--- src/rtl/sisc_ctrl_fsm.sv ---
// rtl/sisc_ctrl_fsm.sv - SISC multi-cycle control FSM with HALT, stall and retire counter.
// Optional: SISC_MEM_WAIT_EN adds dm_ready and a variable-length MEM state.
module sisc_ctrl_fsm #(
    parameter int OP_W   = 4,
    parameter int CC_W   = 4,
    parameter int AM_IMM = 8,
    parameter int CNT_W  = 16
) (
    input  logic             clk,
    input  logic             rst_f,
    input  logic [OP_W-1:0]  opcode,
    input  logic [CC_W-1:0]  mm,
    input  logic [CC_W-1:0]  stat,
    input  logic             stall,
`ifdef SISC_MEM_WAIT_EN
    input  logic             dm_ready,
`endif
    output logic             rf_we,
    output logic             ir_load,
    output logic             pc_write,
    output logic             pc_sel,
    output logic             pc_rst,
    output logic             br_sel,
    output logic             rb_sel,
    output logic             dm_we,
    output logic             mux_16_sel,
    output logic             mux4_swap_sel,
    output logic [1:0]       alu_op,
    output logic [1:0]       wb_sel,
    output logic             halted,
    output logic [CNT_W-1:0] retired
);

    localparam logic [OP_W-1:0] OP_LOD = OP_W'(1);
    localparam logic [OP_W-1:0] OP_STR = OP_W'(2);
    localparam logic [OP_W-1:0] OP_SWP = OP_W'(3);
    localparam logic [OP_W-1:0] OP_BRA = OP_W'(4);
    localparam logic [OP_W-1:0] OP_BRR = OP_W'(5);
    localparam logic [OP_W-1:0] OP_BNE = OP_W'(6);
    localparam logic [OP_W-1:0] OP_BNR = OP_W'(7);
    localparam logic [OP_W-1:0] OP_ALU = OP_W'(8);
    localparam logic [OP_W-1:0] OP_HLT = {OP_W{1'b1}};

    // 4-bit encoding leaves spare codes so a corrupted state is detectable
    typedef enum logic [3:0] {
        ST_START0    = 4'd0,
        ST_START1    = 4'd1,
        ST_FETCH     = 4'd2,
        ST_DECODE    = 4'd3,
        ST_EXECUTE   = 4'd4,
        ST_MEM       = 4'd5,
        ST_WRITEBACK = 4'd6,
        ST_HALT      = 4'd7
    } state_t;

    state_t           state_q, state_d;
    logic [CNT_W-1:0] retired_q, retired_d;

    logic is_lod, is_str, is_swp, is_alu, is_hlt, is_abs_br, is_rel_br, is_br;
    logic cond_hit, taken, imm, hold;

    assign is_lod    = (opcode == OP_LOD);
    assign is_str    = (opcode == OP_STR);
    assign is_swp    = (opcode == OP_SWP);
    assign is_alu    = (opcode == OP_ALU);
    assign is_hlt    = (opcode == OP_HLT);
    assign is_abs_br = (opcode == OP_BRA) || (opcode == OP_BNE);
    assign is_rel_br = (opcode == OP_BRR) || (opcode == OP_BNR);
    assign is_br     = is_abs_br || is_rel_br;
    assign cond_hit  = |(stat & mm);
    assign taken     = ((opcode == OP_BRA) || (opcode == OP_BRR)) ? cond_hit : !cond_hit;
    assign imm       = (mm == CC_W'(AM_IMM));
    assign hold      = stall && (state_q inside {ST_FETCH, ST_DECODE, ST_EXECUTE,
                                                 ST_MEM, ST_WRITEBACK});
    assign retired   = retired_q;

`ifdef SISC_MEM_WAIT_EN
    logic mem_done_q, mem_done_d;
`endif

    always_comb begin
        state_d       = state_q;
        retired_d     = retired_q;
        rf_we         = 1'b0;
        ir_load       = 1'b0;
        pc_write      = 1'b0;
        pc_sel        = 1'b0;
        pc_rst        = 1'b0;
        br_sel        = 1'b0;
        rb_sel        = 1'b0;
        dm_we         = 1'b0;
        mux_16_sel    = 1'b0;
        mux4_swap_sel = 1'b0;
        alu_op        = 2'b00;
        wb_sel        = 2'b00;
        halted        = 1'b0;
        case (state_q)
            ST_START0: begin
                pc_rst  = 1'b1;
                alu_op  = 2'b10;
                state_d = ST_START1;
            end
            ST_START1: state_d = ST_FETCH;
            ST_FETCH: begin
                ir_load  = 1'b1;
                pc_write = 1'b1;
                state_d  = ST_DECODE;
            end
            ST_DECODE: begin
                rb_sel = is_str || is_swp;
                if (is_br) begin
                    pc_sel   = 1'b1;
                    pc_write = taken;
                    br_sel   = is_abs_br;
                end
                state_d = is_hlt ? ST_HALT : ST_EXECUTE;
            end
            ST_EXECUTE: begin
                if (is_alu) alu_op = imm ? 2'b01 : 2'b00;
                else        alu_op = imm ? 2'b11 : 2'b10;
                if (is_lod) wb_sel = 2'd1;
                dm_we         = is_str || is_swp;
                mux4_swap_sel = is_swp;
                state_d       = ST_MEM;
            end
            ST_MEM: begin
                if (is_lod || is_str || is_swp) mux_16_sel = imm;
`ifdef SISC_MEM_WAIT_EN
                dm_we = (is_str || is_swp) && !mem_done_q;
                if (is_swp) begin
                    wb_sel = 2'd2;
                    rf_we  = dm_ready;
                end
                if (dm_ready) state_d = ST_WRITEBACK;
`else
                dm_we = is_str || is_swp;
                if (is_swp) begin
                    wb_sel = 2'd2;
                    rf_we  = 1'b1;
                end
                state_d = ST_WRITEBACK;
`endif
            end
            ST_WRITEBACK: begin
                rf_we = is_alu || is_lod;
                if (is_lod) wb_sel = 2'd1;
                state_d   = ST_FETCH;
                retired_d = retired_q + CNT_W'(1);
            end
            ST_HALT: halted = 1'b1;
            default: state_d = ST_START0;
        endcase
        // A stalled cycle must not repeat a write that the released cycle will issue
        if (hold) begin
            state_d   = state_q;
            retired_d = retired_q;
            rf_we     = 1'b0;
            dm_we     = 1'b0;
            pc_write  = 1'b0;
            ir_load   = 1'b0;
        end
    end

`ifdef SISC_MEM_WAIT_EN
    assign mem_done_d = (state_q == ST_MEM) && (state_d == ST_MEM) && (mem_done_q || !stall);

    always_ff @(posedge clk or negedge rst_f) begin
        if (!rst_f) mem_done_q <= 1'b0;
        else        mem_done_q <= mem_done_d;
    end
`endif

    always_ff @(posedge clk or negedge rst_f) begin
        if (!rst_f) begin
            state_q   <= ST_START0;
            retired_q <= '0;
        end else begin
            state_q   <= state_d;
            retired_q <= retired_d;
        end
    end

endmodule

--- config.mk ---
export PLATFORM = sky130hd
export DESIGN_NAME = sisc_ctrl_fsm
export DESIGN_NICKNAME = d
export VERILOG_FILES = /design/src/rtl/sisc_ctrl_fsm.sv
export SDC_FILE = /design/constraint.sdc
export NUM_CORES = 1
export LEC_CHECK = 0
export ABC_AREA = 1
export CORE_ASPECT_RATIO = 0.8
export CORE_MARGIN = 5
export CORE_UTILIZATION = 44
export DETAILED_ROUTE_END_ITERATION = 7
export GPL_ROUTABILITY_DRIVEN = 0
export PLACE_DENSITY = 0.88
export SYNTH_ARGS = -nofsm -noshare
export SYNTH_HDL_FRONTEND = slang
export SYNTH_SLANG_ARGS = --single-unit
--- constraint.sdc ---
create_clock -name clk -period 1.7 [get_ports clk]
set_input_delay 0.34 -clock clk [delete_from_list [all_inputs] [get_ports clk]]
set_output_delay 0.34 -clock clk [all_outputs]
set_load 0.1 [all_outputs]
==> results of run 1 <==
-- what timing repair did --
item,in CTS
hold endpoints to repair,0
buffers inserted,14
setup endpoints to repair,15
hold buffers,0
gates resized for setup,50
pin swaps,25
-- through the flow --
stage	util [%]	hold WS (ns)	worst slack, ns
3_5_place_dp	88.0	0.524	-0.467
2_1_floorplan	-	0.0444	-0.933
4_1_cts	96.7	0.438	-0.210
3_3_place_gp	88.0	0.512	-0.282
-- cell families after synthesis --
kind of cell / share of synthesized area (%)
and+or+nand+nor: 43.1
xor gates and xnor gates: 6.12
AOI/OAI and AO/OA: 3.50
DFF: 36.9
adders and majority gates: 0.972
buffers and inverters: 9.43
==> summary.md, run 1 <==
| Metric | Value |
|---|---|
| Post-Synthesis Cells | 187 |
| Yosys cell types | 26 |
| Dominant synthesized flop cell | dfrtp_1 |
| Post-synth top area share | 36.9% |
| Post-DP Area | 2450 µm² |
| Top post-synthesis cells by count | 57 x nand2_1, 26 x inv_1, 26 x nor2_1, 19 x dfrtp_1, 16 x nand3_1 |
| EDFF count, synth | 0 |
| Syn Area/Cell | 6.88 µm² |
| Clock tree sinks | 19 |
| Status | stopped before the end |
| Initial core utilization | a little under half |
| Synthesized area | 1290 µm² |
| Cell taking the most area after synthesis | dfrtp_1 |
| CTS Root Cell | clkbuf_8 |
| Synth area leaders | dfrtp_1 37%, nand2_1 17%, inv_1 7.6% |
| Sequential fraction of the synthesis area | around 37% |
| Worst endpoint after global-route timing repair | rf_we |
| Flops & latches, synth | 19 |
| # IOs | 46 |
| Placed Instances | 295 |
| Worst EP Category | output port |
| Ys Warns | 0 |
| Largest net degree at the start of global routing | 20 |
| Clock buffer depth | 2 |
| Port Buf Inserts | 45 |
| # rows | 17 |
| Halt Stage | 5_1_grt |
| Syn Nets | 203 |
| DP HPWL | 4650 µm |
| Die Span Y | 58.4 µm |
| Chip width | 70.5 µm |
| Asr flop ratio synth | 100% |
| Top-count cell post-synth | nand2_1 |
| Run Error | [ERROR DPL-0038] Utilization greater than 100%, impossible to legalize |
| TritonCTS Buffers | 3 |
| Htree depth | 1 |
==> run 2: changes to the inputs <==
CORE_AREA = 5 5 66 68   (was not set)
CORE_ASPECT_RATIO = not set   (was 0.8)
CORE_MARGIN = not set   (was 5)
CORE_UTILIZATION = not set   (was 44)
DIE_AREA = 0 0 71 73   (was not set)
PLACE_DENSITY = not set   (was 0.88)
PLACE_DENSITY_LB_ADDON = 0.15   (was not set)
==> summary.md, run 2 <==
| Metric | Value |
|---|---|
| Status | complete, but fails checks (was stopped before the end) |
| Failing checks | negative setup slack |
| Comb pwr share | a little over two thirds |
| Placed Instances | 307 (was 295) |
| Synth area leaders | dfrtp_1 37%, nand2_1 17%, inv_1 7.6% (unchanged) |
| Htree depth | 1 (unchanged) |
| Worst r2r path cells | 10 |
| Cell taking the most area after synthesis | dfrtp_1 (unchanged) |
| Post-Synthesis Cells | 187 (unchanged) |
| CP endpoint kind | output pin |
| Internal power | 1.55 mW |
| Global-route wire length before repair | 6670 µm |
| Asr flop ratio synth | 100% (unchanged) |
| Die ar. | between 5000 and 6000 µm² |
| Psw | 1.66 mW |
| Unrepaired setup endpoints after global routing | true |
| Syn Area/Cell | 6.88 µm² (unchanged) |
| Chip width | 71 µm (was 70.5 µm) |
| Post-synth top area share | 36.9% (unchanged) |
| Largest register FFs | 16 |
| Crit path time final | 1.89 ns |
| Clock skew | 0.0102 ns |
| DP HPWL | 3200 µm (was 4650 µm) |
| Later-pin clock latency in the skew report | around 0.26 ns |
| # rows | 23 (was 17) |
| GRT Overall Usage | 15.8% |
| Place WS | -0.345 ns (was -0.467 ns) |
| Synthesized area | 1290 µm² (unchanged) |
| Nets | 283 |
| Setup TNS | -1.52 ns |
| Max-cap violation count | 0 |
| Most frequent cells in the layout | 54 x nand2_1, 32 x buf_12, 28 x buf_4, 19 x inv_1, 16 x nor2_1 |
| Fin. Hold Viols | 0 |
| VDD IR max | ~1200 µV |
| P&R area growth vs syn | 107% |
| Post-DRT Antenna Nets | 0 |
| CTS Root Cell | clkbuf_8 (unchanged) |
| Critical path required time | 1.36 ns |
| Flops & latches, synth | 19 (unchanged) |
| Total wire length | 3960 µm |
| Dominant synthesized flop cell | dfrtp_1 (unchanged) |
| Vias per cell | 4.63 |
| Commonest non-fill, non-tap cell in the layout | nand2_1 |
| Die Span Y | 73 µm (was 58.4 µm) |
| Slew @ Worst Pin | around 0.27 ns |
| 1st-iter DRT viols | 47 |
| Top-count cell post-synth | nand2_1 (unchanged) |
| Final worst setup slack | -0.192 ns |
| Syn Nets | 203 (unchanged) |
| Max-slew violations | 0 |
| Ratio of cells with drive above 1 in the final layout | 48.5% |
| Clock buffer depth | 2 (unchanged) |
| Hold Slack | about 0.42 ns |
| Sequential fraction of the synthesis area | 36.9% (unchanged) |
| Sw Ratio | 51.7% |
| Top post-synthesis cells by count | 57 x nand2_1, 26 x inv_1, 26 x nor2_1, 19 x dfrtp_1, 16 x nand3_1 (unchanged) |
| Antenna cells | 0 |
| # setup viols final | 13 |
| CP arrival | 1.55 ns |
| Clock tree sinks | 19 (unchanged) |
| Clk pwr share | approximately a tenth |
| PD cells | roughly 1200 nW/µm² |
| Initial antenna violation count | 0 |
| Vias | 1,464 |
| Seq pwr share | 20.6% |
| Final non-filler cell total | between 300 and 400 |
| Ys Warns | 0 (unchanged) |
| Largest net degree at the start of global routing | 20 |
| TritonCTS Buffers | 3 (unchanged) |
| Pleak | about 1.2 nW |
| EDFF count, synth | 0 (unchanged) |
| Drt wl/cell | 12.5 µm |
| Clock slew at reported path FFs | 0.08 ns |
| DR DRC count | 0 |
| Final period util | 111% |
| CP Max Fanout | 5 |
| Port Buf Inserts | 45 (unchanged) |
| Critical path type | flop to output pin |
| # IOs | 46 (unchanged) |
| Core ar. | 3800 µm² |
| Initial core utilization | 33.9% (was 46.2%) |
| Yosys cell types | 26 (unchanged) |
| Setup crit start kind | flop |
| CTS tree | built |
| Worst min-delay path class | input port to asynchronous set/reset pin |
| Fmax | about 0.53 GHz |
| Max_slew headroom | 82.1% |
| Initial DRT Pass Iterations | 4 |
| # fillers | 296 |
| GRT Residual Overflow | 0 |
| Vias in the first global route | 1,529 |
[run 2: cell counts after synthesis]
No cell type changed its count.
[run 2: layer usage]
| layer | vias up | share of wire [%] | track usage (%) | routed length (µm) |
|---|---|---|---|---|
| met5 | - | 0 | 0 | 0 |
| li1 | 733 | - | - | - |
| met1 | 698 | 41 | 17.8 | 1610 |
| met3 | 6 | 3.3 | 2.48 | 130 |
| met4 | 0 | 1.6 | 5.01 | 62 |
| met2 | 27 | 55 | 30.4 | 2160 |
[run 2: power groups by stage]
stage                     clock (mW)  combinational [mW]  sequential (mW)
after floorplan                    0               0.936            0.915
after global placement             0                1.93            0.676
after detailed placement           0                1.95            0.673
after CTS                      0.318                2.15            0.659
after global routing           0.340                2.34            0.671
final                          0.314                2.23            0.662
[run 2: through the flow]
stage	instance area, µm²	util [%]	total power, mW
global route	2660	70.1	3.36
floorplan	1460	-	1.85
global placement	2470	65.0	2.61
detailed placement	2470	65.0	2.62
finish	2660	70.1	3.21
CTS	2620	69.0	3.13
[run 2: worst paths after layout]
| path | slack (ns) | to | from |
|---|---|---|---|
| max in group asynchronous | 1.05 | retired[6]$_DFFE_PN0P_ | rst_f |
| min in group clk | 0.53 | retired[10]$_DFFE_PN0P_ | retired[10]$_DFFE_PN0P_ |
| worst min register to register | 0.53 | retired[10]$_DFFE_PN0P_ | retired[10]$_DFFE_PN0P_ |
| worst max register to register | 0.15 | retired[13]$_DFFE_PN0P_ | state_q[0]$_DFFE_PN0P_ |
| worst max-delay path | -0.19 | rf_we | state_q[1]$_DFFE_PN0P_ |
| worst min-delay path | 0.42 | retired[14]$_DFFE_PN0P_ | rst_f |
[run 2: cells by family after synthesis]
family                   Yosys count  synth area share [%]
AO/OA/AOI/OAI                      9                  3.50
XOR/XNOR                           9                  6.12
adder cells (fa/ha/maj)            1                 0.972
buffers and inverters             31                  9.43
flip-flops                        19                  36.9
AND/OR/NAND/NOR                  118                  43.1
[run 2: worst max-delay path, stage by stage (launching register included)]
cell	delay, ns
dfrtp_2	0.44
buf_12	0.15
inv_6	0.05
buf_6	0.11
nand4_1	0.16
a21oi_4	0.20
buf_12	0.19
[run 2: cell type report]
| type | instances | area, µm² | share of cell area [%] |
|---|---|---|---|
| Timing Repair Buffer | 77 | 1010 | 38.1 |
| Multi-Input combinational cell | 137 | 922 | 34.6 |
| Sequential cell | 19 | 494 | 18.6 |
| Inverter | 29 | 123 | 4.61 |
| Tap cell | 50 | 62.6 | 2.35 |
| Clock buffer | 3 | 41.3 | 1.55 |
| Clock inverter | 1 | 5.00 | 0.188 |
[run 2: timing repair]
| item | 4_1_cts | 5_1_grt |
|---|---|---|
| setup endpoints to repair | 14 | 15 |
| pin swaps | 13 | 1 |
| hold buffers | 0 | 0 |
| setup buffers | 5 | 0 |
| endpoints found under the hold margin | 0 | 0 |
| gates resized for setup | 30 | 11 |
(Power assumes the default switching activity.)
==> run 3: changes to the inputs <==
SETUP_SLACK_MARGIN = 0.15   (was not set)
clock period = 2.02 ns   (was 1.7 ns; I/O delays follow)
==> summary.md, run 3 (same netlist as run 2, synthesis figures left out) <==
| Metric | Value |
|---|---|
| Status | finished, final reports clean (was complete, but fails checks) |
| Power Total | 2.50 mW (was 3.21 mW) |
| Die Span Y | 73 µm (unchanged) |
| # rows | 23 (unchanged) |
| Slew @ Worst Pin | 0.277 ns (was 0.266 ns) |
| Sw Ratio | 52.7% (was 51.7%) |
| Setup crit end | br_sel (was rf_we) |
| Initial antenna violation count | 0 (unchanged) |
| FF-to-FF setup slack | 0.19 ns (was 0.15 ns) |
| Most frequent cells in the layout | 52 x nand2_1, 46 x buf_4, 18 x inv_1, 16 x nor2_1, 16 x buf_12 (was 54 x nand2_1, 32 x buf_12, 28 x buf_4, 19 x inv_1, 16 x nor2_1) |
| Unrepaired setup endpoints after global routing | true (unchanged) |
| Chip width | 71 µm (unchanged) |
| DP HPWL | 2830 µm (was 3200 µm) |
| PD cells | 1040 nW/µm² (was 1210 nW/µm²) |
| CTS tree | built (unchanged) |
| GRT Residual Overflow | 0 (unchanged) |
| # IOs | 46 (unchanged) |
| Reg-to-reg endpoint | state_q[1]$_DFFE_PN0P_ (was retired[13]$_DFFE_PN0P_) |
| Clock tree sinks | 19 (unchanged) |
| Clock slew at reported path FFs | 0.07 ns (was 0.08 ns) |
| Later-pin clock latency in the skew report | 0.26 ns (about the same) |
| # setup viols final | 0 (was 13) |
| Largest net degree at the start of global routing | 20 (unchanged) |
| Clock skew | 0.00222 ns (was 0.0102 ns) |
| Nets | 283 (unchanged) |
| Crit path time final | 1.97 ns |
| DR DRC count | 0 (unchanged) |
| Vias in the first global route | 1,441 (was 1,529) |
| Vias per cell | 4.50 (was 4.63) |
| Final period util | between 90% and 100% |
| Worst r2r path cells | 12 (was 10) |
| Initial DRT Pass Iterations | 4 (unchanged) |
| Fmax | 0.509 GHz |
| CP endpoint kind | output pin (unchanged) |
| Psw | 1.32 mW (was 1.66 mW) |
| Vias | 1,421 (was 1,464) |
| Pleak | 1.12 nW (was 1.18 nW) |
| Setup crit start kind | flop (unchanged) |
| CP Max Fanout | 8 (was 5) |
| Critical path type | flop to output pin (unchanged) |
| Post-route cell area | 2400 µm² (was 2660 µm²) |
| Place WS | -0.172 ns (was -0.345 ns) |
| Post-DP Area | 2180 µm² (was 2470 µm²) |
| Max_slew headroom | 81.4% (was 82.1%) |
| Port Buf Inserts | 45 (unchanged) |
| Clk pwr share | 10.6% (was 9.8%) |
| Max-cap violation count | 0 (unchanged) |
| Antenna cells | 0 (unchanged) |
| Total wire length | 3810 µm (was 3960 µm) |
| Ratio of cells with drive above 1 in the final layout | 47.7% (was 48.5%) |
| Initial core utilization | 33.9% (unchanged) |
| Clock buffer depth | 2 (unchanged) |
| Seq pwr share | 22.4% (was 20.6%) |
| P&R area growth vs syn | 86.1% (was 107%) |
| CTS Root Cell | clkbuf_8 (unchanged) |
| CP arrival | 1.56 ns (was 1.55 ns) |
| Final worst setup slack | 0.0539 ns (was -0.192 ns) |
| Die ar. | 5180 µm² (unchanged) |
| Htree depth | 1 (unchanged) |
| TritonCTS Buffers | 3 (unchanged) |
| Internal power | 1.18 mW (was 1.55 mW) |
| Commonest non-fill, non-tap cell in the layout | nand2_1 (unchanged) |
| Fin. Hold Viols | 0 (unchanged) |
| 1st-iter DRT viols | 50 (was 47) |
| Worst min-delay path class | input port to asynchronous set/reset pin (unchanged) |
| # hold bufs at CTS | 0 (unchanged) |
| GRT Overall Usage | 15.9% (was 15.8%) |
| Core ar. | 3800 µm² (unchanged) |
| Drt wl/cell | 12.0 µm (was 12.5 µm) |
| Global-route wire length before repair | 6560 µm (was 6670 µm) |
| Max-slew violations | 0 (unchanged) |
| Comb pwr share | 67.1% (was 69.6%) |
| VDD IR max | 1220 µV (was 1180 µV) |
| Post-DRT Antenna Nets | 0 (unchanged) |
| # fillers | 341 (was 296) |
| Critical path required time | 1.62 ns (was 1.36 ns) |
| Largest register FFs | 16 (unchanged) |
| Reg-to-Reg Start | state_q[2]$_DFFE_PN0P_ (was state_q[0]$_DFFE_PN0P_) |
| Crit. Startpoint | state_q[1]$_DFFE_PN0P_ (unchanged) |
run 3: cell count changes in the layout (fill, tap and decap cells not counted), sizes merged:
cell and delta:
dlymetal6s2s +1, clkdlybuf4s50 -3, clkdlybuf4s15 +1, dlygate4sd2 -4, clkbuf +5
run 3: worst min path at each step:
stage,cells past startpoint,from,endpoint
2_1_floorplan,0,rst_f,retired[0]$_DFFE_PN0P_
3_3_place_gp,1,retired[7]$_DFFE_PN0P_,retired[7]$_DFFE_PN0P_
3_5_place_dp,1,retired[7]$_DFFE_PN0P_,retired[7]$_DFFE_PN0P_
4_1_cts,2,rst_f,retired[9]$_DFFE_PN0P_
5_1_grt,2,rst_f,retired[5]$_DFFE_PN0P_
6_report,2,rst_f,retired[5]$_DFFE_PN0P_
run 3: layout make-up:
cell class | instances | area (µm²) | area share (%)
clock inverters | 1 | 5.00 | 0.209
flip-flops and latches | 19 | 483 | 20.2
well taps | 50 | 62.6 | 2.61
repair buffers | 77 | 788 | 32.9
inverters | 29 | 120 | 5.01
clock buffers | 3 | 41.3 | 1.72
multi-input cells | 137 | 896 | 37.4
run 3: stage by stage:
step / utilization, % / TNS [ns] / cells / hold WS [ns]
global placement: 57.5 / -0.608 / 294 / 0.492
CTS: 62.2 / 0 / 313 / 0.489
finish: 63.1 / 0 / 316 / 0.483
floorplan: - / -2.20 / 187 / 0.108
detailed placement: 57.5 / -0.703 / 294 / 0.499
global route: 63.1 / -0.0137 / 316 / 0.508
run 3: routing by layer:
metal | wire length [µm] | up-vias | part of all wire [%] | GRT usage (%)
li1 | - | 738 | - | -
met1 | 1530 | 649 | 40 | 19.6
met2 | 2050 | 27 | 54 | 27.7
met3 | 154 | 7 | 4.0 | 2.75
met4 | 75 | 0 | 2.0 | 6.47
met5 | 0 | - | 0 | 0
run 3: repair_timing:
item | 4_1_cts | 5_1_grt
resized for setup | 27 | 19
setup endpoints to repair | 14 | 14
setup buffers | 15 | 3
pin swaps | 14 | 9
run 3: power by group through the flow:
stage	sequential, mW	combinational, mW	clock, mW
finish	0.560	1.68	0.264
global placement	0.579	1.43	0
CTS	0.551	1.61	0.274
global route	0.572	1.78	0.292
floorplan	0.767	0.789	0
detailed placement	0.580	1.43	0
run 3: critical path, stage by stage, from the launching register on:
cell     delay, ns
dfrtp_2       0.50
nand3_4       0.14
buf_4         0.17
nor4_4        0.27
buf_12        0.22
==> run 4: changes to the inputs <==
PLACE_DENSITY = 0.65   (was not set)
PLACE_DENSITY_LB_ADDON = not set   (was 0.15)
clock period = 1.9 ns   (was 2.02 ns; I/O delays follow)
==> summary.md, run 4 (same netlist as run 2, synthesis figures left out) <==
| Metric | Value |
|---|---|
| Vias per cell | 4.59 (was 4.50) |
| Worst min-delay path class | input port to asynchronous set/reset pin (unchanged) |
| Setup TNS | 0 ns (unchanged) |
| Sw Ratio | 50.9% (was 52.7%) |
| Psw | 1.47 mW (was 1.32 mW) |
| Die ar. | 5180 µm² (unchanged) |
| Final period util | roughly 99% |
| Critical Path Max Stage Delay | 0.42 ns (was 0.50 ns) |
| # rows | 23 (unchanged) |
| Clk pwr share | 9.5% (was 10.6%) |
| FF-to-FF setup slack | 0.42 ns (was 0.19 ns) |
| Clock slew at reported path FFs | 0.07 ns (about the same) |
| # IOs | 46 (unchanged) |
| Comb pwr share | 69.8% (was 67.1%) |
| Fin. Hold Viols | 0 (unchanged) |
| Nets | 286 (was 283) |
| Power Total | 2.89 mW (was 2.50 mW) |
| Slew @ Worst Pin | 0.264 ns (was 0.277 ns) |
| Global-route wire length before repair | 6890 µm (was 6560 µm) |
| GRT Residual Overflow | 0 (unchanged) |
| Hold Slack | 0.462 ns (was 0.483 ns) |
| Die Span Y | 73 µm (unchanged) |
| Port Buf Inserts | 45 (unchanged) |
| Pleak | 1.19 nW (was 1.12 nW) |
| Largest net degree at the start of global routing | 20 (unchanged) |
| TritonCTS Buffers | 3 (unchanged) |
| CP endpoint kind | output pin (unchanged) |
| GR Util met1 | 17.6% (was 19.6%) |
| Clock skew | 0.00529 ns (was 0.00222 ns) |
| CTS Root Cell | clkbuf_8 (unchanged) |
| # setup viols final | 0 (unchanged) |
| Commonest non-fill, non-tap cell in the layout | nand2_1 (unchanged) |
| Clock tree sinks | 19 (unchanged) |
| 1st-iter DRT viols | 98 (was 50) |
| Fmax | 0.531 GHz |
| Ratio of cells with drive above 1 in the final layout | 49.8% (was 47.7%) |
| VDD IR max | 962 µV (was 1220 µV) |
| PD cells | 1080 nW/µm² (was 1040 nW/µm²) |
| Unrepaired setup endpoints after global routing | true (unchanged) |
| Post-route cell area | 2680 µm² (was 2400 µm²) |
| CTS tree | built (unchanged) |
| Core ar. | 3800 µm² (unchanged) |
| Vias in the first global route | 1,532 (was 1,441) |
| Status | finished, final reports clean (unchanged) |
| CP arrival | 1.50 ns (was 1.56 ns) |
| Worst-path cell chain | buf_6, nand3_4, nor3_4, nand3_2, a21oi_4, buf_12 (was nand3_4, buf_4, nor4_4, buf_12) |
| Critical path type | flop to output pin (unchanged) |
| Vias | 1,463 (was 1,421) |
| Chip width | 71 µm (unchanged) |
| Initial antenna violation count | 0 (unchanged) |
| Htree depth | 1 (unchanged) |
| Worst r2r path cells | 9 (was 12) |
| Crit. Startpoint | state_q[0]$_DFFE_PN0P_ (was state_q[1]$_DFFE_PN0P_) |
| Total wire length | 3850 µm (was 3810 µm) |
| Later-pin clock latency in the skew report | 0.25 ns (was 0.26 ns) |
| GRT Overall Usage | 16.4% (was 15.9%) |
| DP HPWL | 2980 µm (was 2830 µm) |
| Reg-to-Reg Start | state_q[1]$_DFFE_PN0P_ (was state_q[2]$_DFFE_PN0P_) |
| Max-slew violations | 0 (unchanged) |
| Max_slew headroom | 82.3% (was 81.4%) |
| P&R area growth vs syn | 108% (was 86.1%) |
| Internal power | 1.42 mW (was 1.18 mW) |
| Critical path required time | 1.52 ns (was 1.62 ns) |
| Post-DP Area | 2430 µm² (was 2180 µm²) |
| Placed Instances | 301 (was 294) |
| Reg-to-reg endpoint | retired[13]$_DFFE_PN0P_ (was state_q[1]$_DFFE_PN0P_) |
| Final non-filler cell total | 319 (was 316) |
| Most Crowded Layer GR | met2 (unchanged) |
| CP max stage cell | dfrtp_2 (unchanged) |
| DR DRC count | 0 (unchanged) |
| Largest register FFs | 16 (unchanged) |
| CP Max Fanout | 4 (was 8) |
| Grt met3 use | 6.20% (was 2.75%) |
| Met2 Track Usage GR | 30.5% (was 27.7%) |
| Initial core utilization | 33.9% (unchanged) |
| Post-DRT Antenna Nets | 0 (unchanged) |
| Most frequent cells in the layout | 54 x nand2_1, 31 x buf_12, 25 x buf_4, 18 x inv_1, 16 x nor2_1 (was 52 x nand2_1, 46 x buf_4, 18 x inv_1, 16 x nor2_1, 16 x buf_12) |
| Setup crit start kind | flop (unchanged) |
| Max-cap violation count | 0 (unchanged) |
| Seq pwr share | 20.7% (was 22.4%) |
| Clock buffer depth | 2 (unchanged) |
| Initial DRT Pass Iterations | 4 (unchanged) |
| Antenna cells | 0 (unchanged) |
| # hold bufs at CTS | 0 (unchanged) |
| Crit path time final | 1.88 ns |
| Drt wl/cell | 12.1 µm (was 12.0 µm) |
==> run 4: what timing repair did <==
item,in CTS,in global routing
pin swaps,20,6
endpoints found under the hold margin,0,0
endpoints found under the setup margin,15,15
buffers inserted,12,2
resized for setup,51,9
==> run 4: how the worst max path moves through the flow <==
stage	slack [ns]	to	cells past startpoint
floorplan	-0.77	pc_write	5
global route	-0.04	rf_we	6
detailed placement	-0.23	rf_we	7
CTS	0.01	br_sel	5
finish	0.02	pc_write	6
global placement	-0.23	rf_we	7
==> run 4: critical path, delay by kind of cell, from the launching register on <==
kind            cells  cell delay (ns)
flops               1             0.42
simple gates        3             0.36
buf+inv             2             0.31
compound gates      1             0.16
==> run 4: routing by layer <==
metal  share of wire, %  up-vias
li1                   -      738
met1                 36      669
met2                 53       50
met3                 10        6
met4                1.2        0
met5                  0        -
==> run 4: power groups by stage <==
| stage | clock network [mW] | registers [mW] | logic, mW |
|---|---|---|---|
| 4_1_cts | 0.285 | 0.596 | 1.94 |
| 2_1_floorplan | 0 | 0.819 | 0.838 |
| 6_report | 0.276 | 0.599 | 2.02 |
| 3_5_place_dp | 0 | 0.620 | 1.64 |
| 3_3_place_gp | 0 | 0.619 | 1.64 |
| 5_1_grt | 0.304 | 0.615 | 2.12 |
==> run 4: through the flow <==
step,setup slack [ns],util (%)
after floorplan,-0.773,-
after global placement,-0.231,63.9
after detailed placement,-0.227,63.9
after CTS,0.0141,69.4
after global routing,-0.0404,70.4
final,0.0173,70.4
==> run 4: cell type report <==
cell class / instances / area, µm²
clock buffer: 3 / 41.3
clock inverter: 1 / 5.00
fill: 291 / 1120
inverter: 29 / 126
multi-input combinational: 137 / 912
sequential: 19 / 492
tap: 50 / 62.6
timing repair buffer: 80 / 1040
